### src/rtl/alu_pkg.sv
`default_nettype none
// ============================================================================
// Module      : alu_pkg
// Description : Opcode, FSM-state and register-number definitions shared by
//               the alu_exec execute stage.
// Revision    : 1.0 - initial release
// ============================================================================
package alu_pkg;

    localparam int REGNUM_W = 3;

    localparam logic [2:0] OP_ADD = 3'b000;
    localparam logic [2:0] OP_SUB = 3'b001;
    localparam logic [2:0] OP_AND = 3'b010;
    localparam logic [2:0] OP_OR  = 3'b011;
    localparam logic [2:0] OP_XOR = 3'b100;
    localparam logic [2:0] OP_SHL = 3'b101;
    localparam logic [2:0] OP_SHR = 3'b110;
    localparam logic [2:0] OP_MUL = 3'b111;

    typedef enum logic [0:0] {
        ST_IDLE = 1'b0,
        ST_MUL  = 1'b1
    } state_t;

endpackage : alu_pkg
`default_nettype wire

### src/rtl/mul_shift_add.sv
`default_nettype none
// ============================================================================
// Module      : mul_shift_add
// Description : Iterative WIDTH x WIDTH unsigned shift-add multiplier, one
//               partial product per step, sequenced by the parent FSM.
// Revision    : 1.0 - initial release
// ============================================================================
module mul_shift_add #(
    parameter int WIDTH = 8
) (
    input  logic                 clk,
    input  logic                 rst_n,
    input  logic                 load,
    input  logic [WIDTH-1:0]     a,
    input  logic [WIDTH-1:0]     b,
    input  logic                 step,
    output logic [2*WIDTH-1:0]   product,
    output logic                 last
);

    localparam int CW = $clog2(WIDTH);

    logic [WIDTH-1:0]   mcand_q, mcand_d;
    logic [2*WIDTH-1:0] prod_q, prod_d;
    logic [CW-1:0]      cnt_q, cnt_d;
    logic [WIDTH:0]     sum;
    logic [2*WIDTH-1:0] step_prod;

    // Upper half accumulates, lower half holds the not-yet-consumed multiplier bits.
    always_comb begin
        sum       = {1'b0, prod_q[2*WIDTH-1:WIDTH]} + (prod_q[0] ? {1'b0, mcand_q} : '0);
        step_prod = {sum, prod_q[WIDTH-1:1]};
        mcand_d   = mcand_q;
        prod_d    = prod_q;
        cnt_d     = cnt_q;
        if (load) begin
            mcand_d = a;
            prod_d  = {{WIDTH{1'b0}}, b};
            cnt_d   = '0;
        end else if (step) begin
            prod_d  = step_prod;
            cnt_d   = cnt_q + 1'b1;
        end
    end

    // product is the post-step value so the parent can register it on the final step edge.
    assign product = step_prod;
    assign last    = (cnt_q == CW'(WIDTH - 1));

    always_ff @(posedge clk or negedge rst_n) begin
        if (!rst_n) begin
            mcand_q <= '0;
            prod_q  <= '0;
            cnt_q   <= '0;
        end else begin
            mcand_q <= mcand_d;
            prod_q  <= prod_d;
            cnt_q   <= cnt_d;
        end
    end

endmodule : mul_shift_add
`default_nettype wire

### src/rtl/alu_exec.sv
`default_nettype none
// ============================================================================
// Module      : alu_exec
// Description : 8-bit execute stage: single-cycle ALU ops plus an iterative
//               MUL, driving the register-file write port.
// Revision    : 1.0 - initial release
// ============================================================================
module alu_exec
    import alu_pkg::*;
#(
    parameter int WIDTH = 8
) (
    input  logic                 clk,
    input  logic                 rst_n,
    input  logic                 start,
    input  logic [2:0]           op,
    input  logic [WIDTH-1:0]     a_in,
    input  logic [WIDTH-1:0]     b_in,
    input  logic [REGNUM_W-1:0]  dest_in,
    output logic                 busy,
    output logic [WIDTH-1:0]     result_out,
    output logic [WIDTH-1:0]     mul_high_out,
    output logic [REGNUM_W-1:0]  dest_out,
    output logic                 write_en,
    output logic                 zero_flag,
    output logic                 carry_flag
);

    state_t              state_q, state_d;
    logic [WIDTH-1:0]    result_q, result_d;
    logic [WIDTH-1:0]    mul_high_q, mul_high_d;
    logic [REGNUM_W-1:0] dest_q, dest_d;
    logic [REGNUM_W-1:0] mul_dest_q, mul_dest_d;
    logic                write_en_q, write_en_d;
    logic                zero_q, zero_d;
    logic                carry_q, carry_d;

    logic [WIDTH-1:0]    alu_res;
    logic                alu_carry;
    logic                mul_load, mul_step, mul_last;
    logic [2*WIDTH-1:0]  mul_product;

    mul_shift_add #(
        .WIDTH (WIDTH)
    ) u_mul (
        .clk     (clk),
        .rst_n   (rst_n),
        .load    (mul_load),
        .a       (a_in),
        .b       (b_in),
        .step    (mul_step),
        .product (mul_product),
        .last    (mul_last)
    );

    always_comb begin
        alu_res   = '0;
        alu_carry = 1'b0;
        case (op)
            OP_ADD: {alu_carry, alu_res} = {1'b0, a_in} + {1'b0, b_in};
            OP_SUB: begin
                alu_res   = a_in - b_in;
                alu_carry = (a_in < b_in);
            end
            OP_AND: alu_res = a_in & b_in;
            OP_OR:  alu_res = a_in | b_in;
            OP_XOR: alu_res = a_in ^ b_in;
            OP_SHL: begin
                alu_res   = {a_in[WIDTH-2:0], 1'b0};
                alu_carry = a_in[WIDTH-1];
            end
            OP_SHR: begin
                alu_res   = {1'b0, a_in[WIDTH-1:1]};
                alu_carry = a_in[0];
            end
            default: ;
        endcase
    end

    always_comb begin
        state_d    = state_q;
        result_d   = result_q;
        mul_high_d = mul_high_q;
        dest_d     = dest_q;
        mul_dest_d = mul_dest_q;
        zero_d     = zero_q;
        carry_d    = carry_q;
        write_en_d = 1'b0;
        mul_load   = 1'b0;
        mul_step   = 1'b0;
        case (state_q)
            ST_IDLE: begin
                if (start) begin
                    if (op == OP_MUL) begin
                        mul_load   = 1'b1;
                        mul_dest_d = dest_in;
                        state_d    = ST_MUL;
                    end else begin
                        result_d   = alu_res;
                        zero_d     = (alu_res == '0);
                        carry_d    = alu_carry;
                        dest_d     = dest_in;
                        write_en_d = 1'b1;
                    end
                end
            end
            ST_MUL: begin
                // start is deliberately ignored here; there is no issue queue.
                mul_step = 1'b1;
                if (mul_last) begin
                    result_d   = mul_product[WIDTH-1:0];
                    mul_high_d = mul_product[2*WIDTH-1:WIDTH];
                    zero_d     = (mul_product == '0);
                    carry_d    = (mul_product[2*WIDTH-1:WIDTH] != '0);
                    dest_d     = mul_dest_q;
                    write_en_d = 1'b1;
                    state_d    = ST_IDLE;
                end
            end
            default: state_d = ST_IDLE;
        endcase
    end

    always_ff @(posedge clk or negedge rst_n) begin
        if (!rst_n) begin
            state_q    <= ST_IDLE;
            result_q   <= '0;
            mul_high_q <= '0;
            dest_q     <= '0;
            mul_dest_q <= '0;
            write_en_q <= 1'b0;
            zero_q     <= 1'b0;
            carry_q    <= 1'b0;
        end else begin
            state_q    <= state_d;
            result_q   <= result_d;
            mul_high_q <= mul_high_d;
            dest_q     <= dest_d;
            mul_dest_q <= mul_dest_d;
            write_en_q <= write_en_d;
            zero_q     <= zero_d;
            carry_q    <= carry_d;
        end
    end

    assign busy         = (state_q == ST_MUL);
    assign result_out   = result_q;
    assign mul_high_out = mul_high_q;
    assign dest_out     = dest_q;
    assign write_en     = write_en_q;
    assign zero_flag    = zero_q;
    assign carry_flag   = carry_q;

endmodule : alu_exec
`default_nettype wire
### config.mk
export PLATFORM = sky130hd
export DESIGN_NAME = alu_exec
export DESIGN_NICKNAME = d
export VERILOG_FILES = /design/src/rtl/alu_pkg.sv /design/src/rtl/mul_shift_add.sv /design/src/rtl/alu_exec.sv
export SDC_FILE = /design/constraint.sdc
export NUM_CORES = 1
export LEC_CHECK = 0
export CAP_MARGIN = 15
export CORE_ASPECT_RATIO = 0.7
export CORE_UTILIZATION = 45
export CTS_BUF_LIST = sky130_fd_sc_hd__clkbuf_16
export CTS_CLUSTER_DIAMETER = 40
export DETAILED_ROUTE_END_ITERATION = 8
export PLACE_DENSITY = 0.72
export SYNTH_ARGS = -nofsm -noshare
export SYNTH_HDL_FRONTEND = slang
export SYNTH_HIERARCHICAL = 1
export SYNTH_SLANG_ARGS = --single-unit
### constraint.sdc
create_clock -name clk -period 3.5 [get_ports clk]
set_input_delay 0.875 -clock clk [delete_from_list [all_inputs] [get_ports clk]]
set_output_delay 0.875 -clock clk [all_outputs]
set_load 0.02 [all_outputs]
==> flow_summary.ini <==
[status]
status = finished clean

[synthesis]
yosysSeqAreaShare = 0.323
synthAdderAreaFrac = 0.118
ys.warnings.count = 6
synthesis.area_mm2 = 0.00411
synth_ff_type = dfrtp_1
synth_compound_area_frac = 0.210
ys_async_sr_fraction = 1.00
synth_mux_area_frac = 0.126
synthXorXnorAreaFrac = 0.0149
synth_cell_types = 64
synth_simple_gate_area_frac = 0.138
synthesis.nets = 511
avgSynthCellArea_um2 = 9.15
synth_cells = 449
ys_ff_latch = 53
synth_edf_count = 0
synth_top_family_by_area = compound AO/OA/AOI/OAI gates

[worst_setup_path]
cp-start-kind = primary input
path_class = in2reg
crit_arrival_ns = 3.45
cp_max_fo = 3
end_kind = register
worstPathRequired_ns = 3.73

[finish]
nets = 578
final_cell_mix = 53 x dfrtp_1, 46 x clkdlybuf4s50_1, 43 x buf_4
postLayoutCoreUtil = 0.582
area_growth_pct = 22.5
final_common_cell = dfrtp_1
nFillCells = 762
seq_area_mm2 = 0.00133
multi_input_area_mm2 = 0.00249
final_layout_size_suffix_gt1_frac = 0.178
diodes = 0

[clocking]
cts_buffer_depth = 2
cts_sinks = 53
cts_tree = yes
cts_max_level = 2
cts_resized = 0
postCtsHoldBufs = 0
cts_root_buf = clkbuf_16
clk_latency_ns = 0.30
cts.clk_slew.worst_paths_ns = 0.07
cts_buffers = 5
cts_setup_buffers = 0

[drt]
drt_first_iter_violations = 376
routed_via_density = 5.65
num_vias = 3602
wl_met3_um = 925
wirelength_mm = 10.5
drc_errors = 0
routed.top_layer = met4
drt-pass1-iter-count = 5
drt-met1-wl_mm = 5.46
met2_length_mm = 4.05
ant_nets = 0
drt-wirelength-per-cell_um = 16.5

[timing]
slew_headroom = 0.531
final_hold_viol_count = 0
fmaxAchievable_mhz = 310
layout_min_cycle_time_ns = 3.22
fin_tns_setup_ns = 0
drv_slew = 0
period_share = 0.921
worst_pin_slew_ns = 0.704
fin_skew_ns = 0.00865
finalSetupViolCount = 0
rsz0062_at_grt = false

[die]
die_y_um = 82.0
fp.coreArea_mm2 = 0.00865
die_x_um = 116
die_area_mm2 = 0.00952
ios = 48
start_util = 0.475
rows = 28

[grt]
grtUsageTotal = 0.235
grt_pass1_wl_mm = 17.0
antenna_found_initial = 0
grt_pass1_vias = 3285
grt-ovfl-total = 0
grt_start_max_net_pins = 39

[worst_hold_path]
hp-class = reg2reg

[placed_design]
gp_congestion = 0.939
dp_hpwl_mm = 8.31
port_buffers = 47

[pwr]
fin_total_pwr_mw = 3.45
cellPowerDensity_mw_per_mm2 = 685
ir_worst_vdd_v = 0.000565
p_leak_nw = 2.29

[flow_run]
drv_cap = 0
## final timing paths
kind | startpoint | to | slack, ns | cells after the start
max | a_in[0] | zero_flag | 0.28 | 11
min | dest_out[2] | dest_out[2] | 0.48 | 2
max reg2reg | u_mul/prod_q[0] | zero_flag | 0.35 | 12
min reg2reg | dest_out[2] | dest_out[2] | 0.48 | 2
max in group asynchronous | rst_n | u_mul/prod_q[12] | 2.24 | 2
min in group asynchronous | rst_n | result_out[3] | 0.62 | 1
## cell type report
| cell class | count | share of cell area |
|---|---|---|
| Multi-Input combinational cell | 336 | 0.495 |
| Sequential cell | 53 | 0.263 |
| Timing Repair Buffer | 91 | 0.161 |
| Tap cell | 120 | 0.0298 |
| Clock buffer | 5 | 0.0249 |
| Inverter | 29 | 0.0216 |
| Clock inverter | 3 | 0.00423 |
## power breakdown
| part | internal (mW) | switching [mW] | total (mW) |
|---|---|---|---|
| logic | 0.865 | 0.995 | 1.86 |
| registers | 0.907 | 0.189 | 1.10 |
| clock network | 0.267 | 0.228 | 0.494 |
| total | 2.04 | 1.41 | 3.45 |
## synth_stat cells, types with 3 or more instances
cell type	count	area, µm²
mux2_2	21	236
o211ai_1	8	60.1
nor3_1	5	25.0
o22ai_1	5	31.3
nor2b_1	5	31.3
nand2_1	38	143
mux2i_1	28	280
or2_2	4	25.0
nand3_1	7	35.0
o21bai_1	5	37.5
dfrtp_1	53	1330
xnor2_1	5	43.8
a21oi_1	27	135
a211o_1	3	26.3
buf_4	8	60.1
buf_2	11	55.1
buf_6	3	33.8
a221oi_1	4	35.0
fa_1	3	60.1
o221ai_1	3	26.3
ha_1	34	425
a31oi_1	3	18.8
o31ai_1	3	22.5
o21a_1	5	37.5
and2_1	8	50.1
nor4_1	3	18.8
nand2b_1	5	31.3
clkbuf_1	8	30.0
or3_1	3	18.8
nor2_1	27	101
o21ai_1	3	15.0
a22o_1	5	43.8
inv_1	27	101
o21ai_0	30	150
## metrics by stage
stage	hold WS, ns	cell area [µm²]	cells	setup WS [ns]
after floorplan	0.472	4110	449	0.710
after global placement	0.460	4890	629	0.0493
after detailed placement	0.471	4890	629	0.00542
after CTS	0.486	5030	637	0.317
after global routing	0.512	5030	637	0.138
final	0.481	5030	637	0.278
## worst max-delay path, stage by stage
cell and delay (ns):
clkdlybuf4s50_1 0.47, inv_1 0.06, ha_1 0.23, fa_1 0.42
o21bai_1 0.18, a21oi_1 0.12, a221oi_2 0.25, o221ai_1 0.19
nor4b_1 0.41, nand3_1 0.12, o21ai_1 0.13
## flip-flops by register name, indices dropped and copies added, names as in the netlist
name	flops
u_mul/prod_q	16
result_out	8
dest_out	3
carry_flag	1
mul_dest_q	3
write_en	1
zero_flag	1
mul_high_out	8
u_mul/cnt_q	3
busy	1
u_mul/mcand_q	8
## cells by family (layout without fill, tap and decap cells)
| kind of cell | Yosys count | in the layout |
|---|---|---|
| AOI/OAI and AO/OA | 127 | 127 |
| and+or+nand+nor | 116 | 116 |
| buffers and inverters | 60 | 128 |
| DFF | 53 | 53 |
| muxes | 49 | 49 |
| adders and majority gates | 37 | 37 |
| xor gates and xnor gates | 7 | 7 |
## routing by layer
layer / track usage / vias to the layer above
li1: - / 1744
met1: 0.375 / 1682
met2: 0.314 / 165
met3: 0.0568 / 11
met4: 0.0372 / 0
met5: 0 / -
Note: power is estimated with default switching activity, not from simulation.
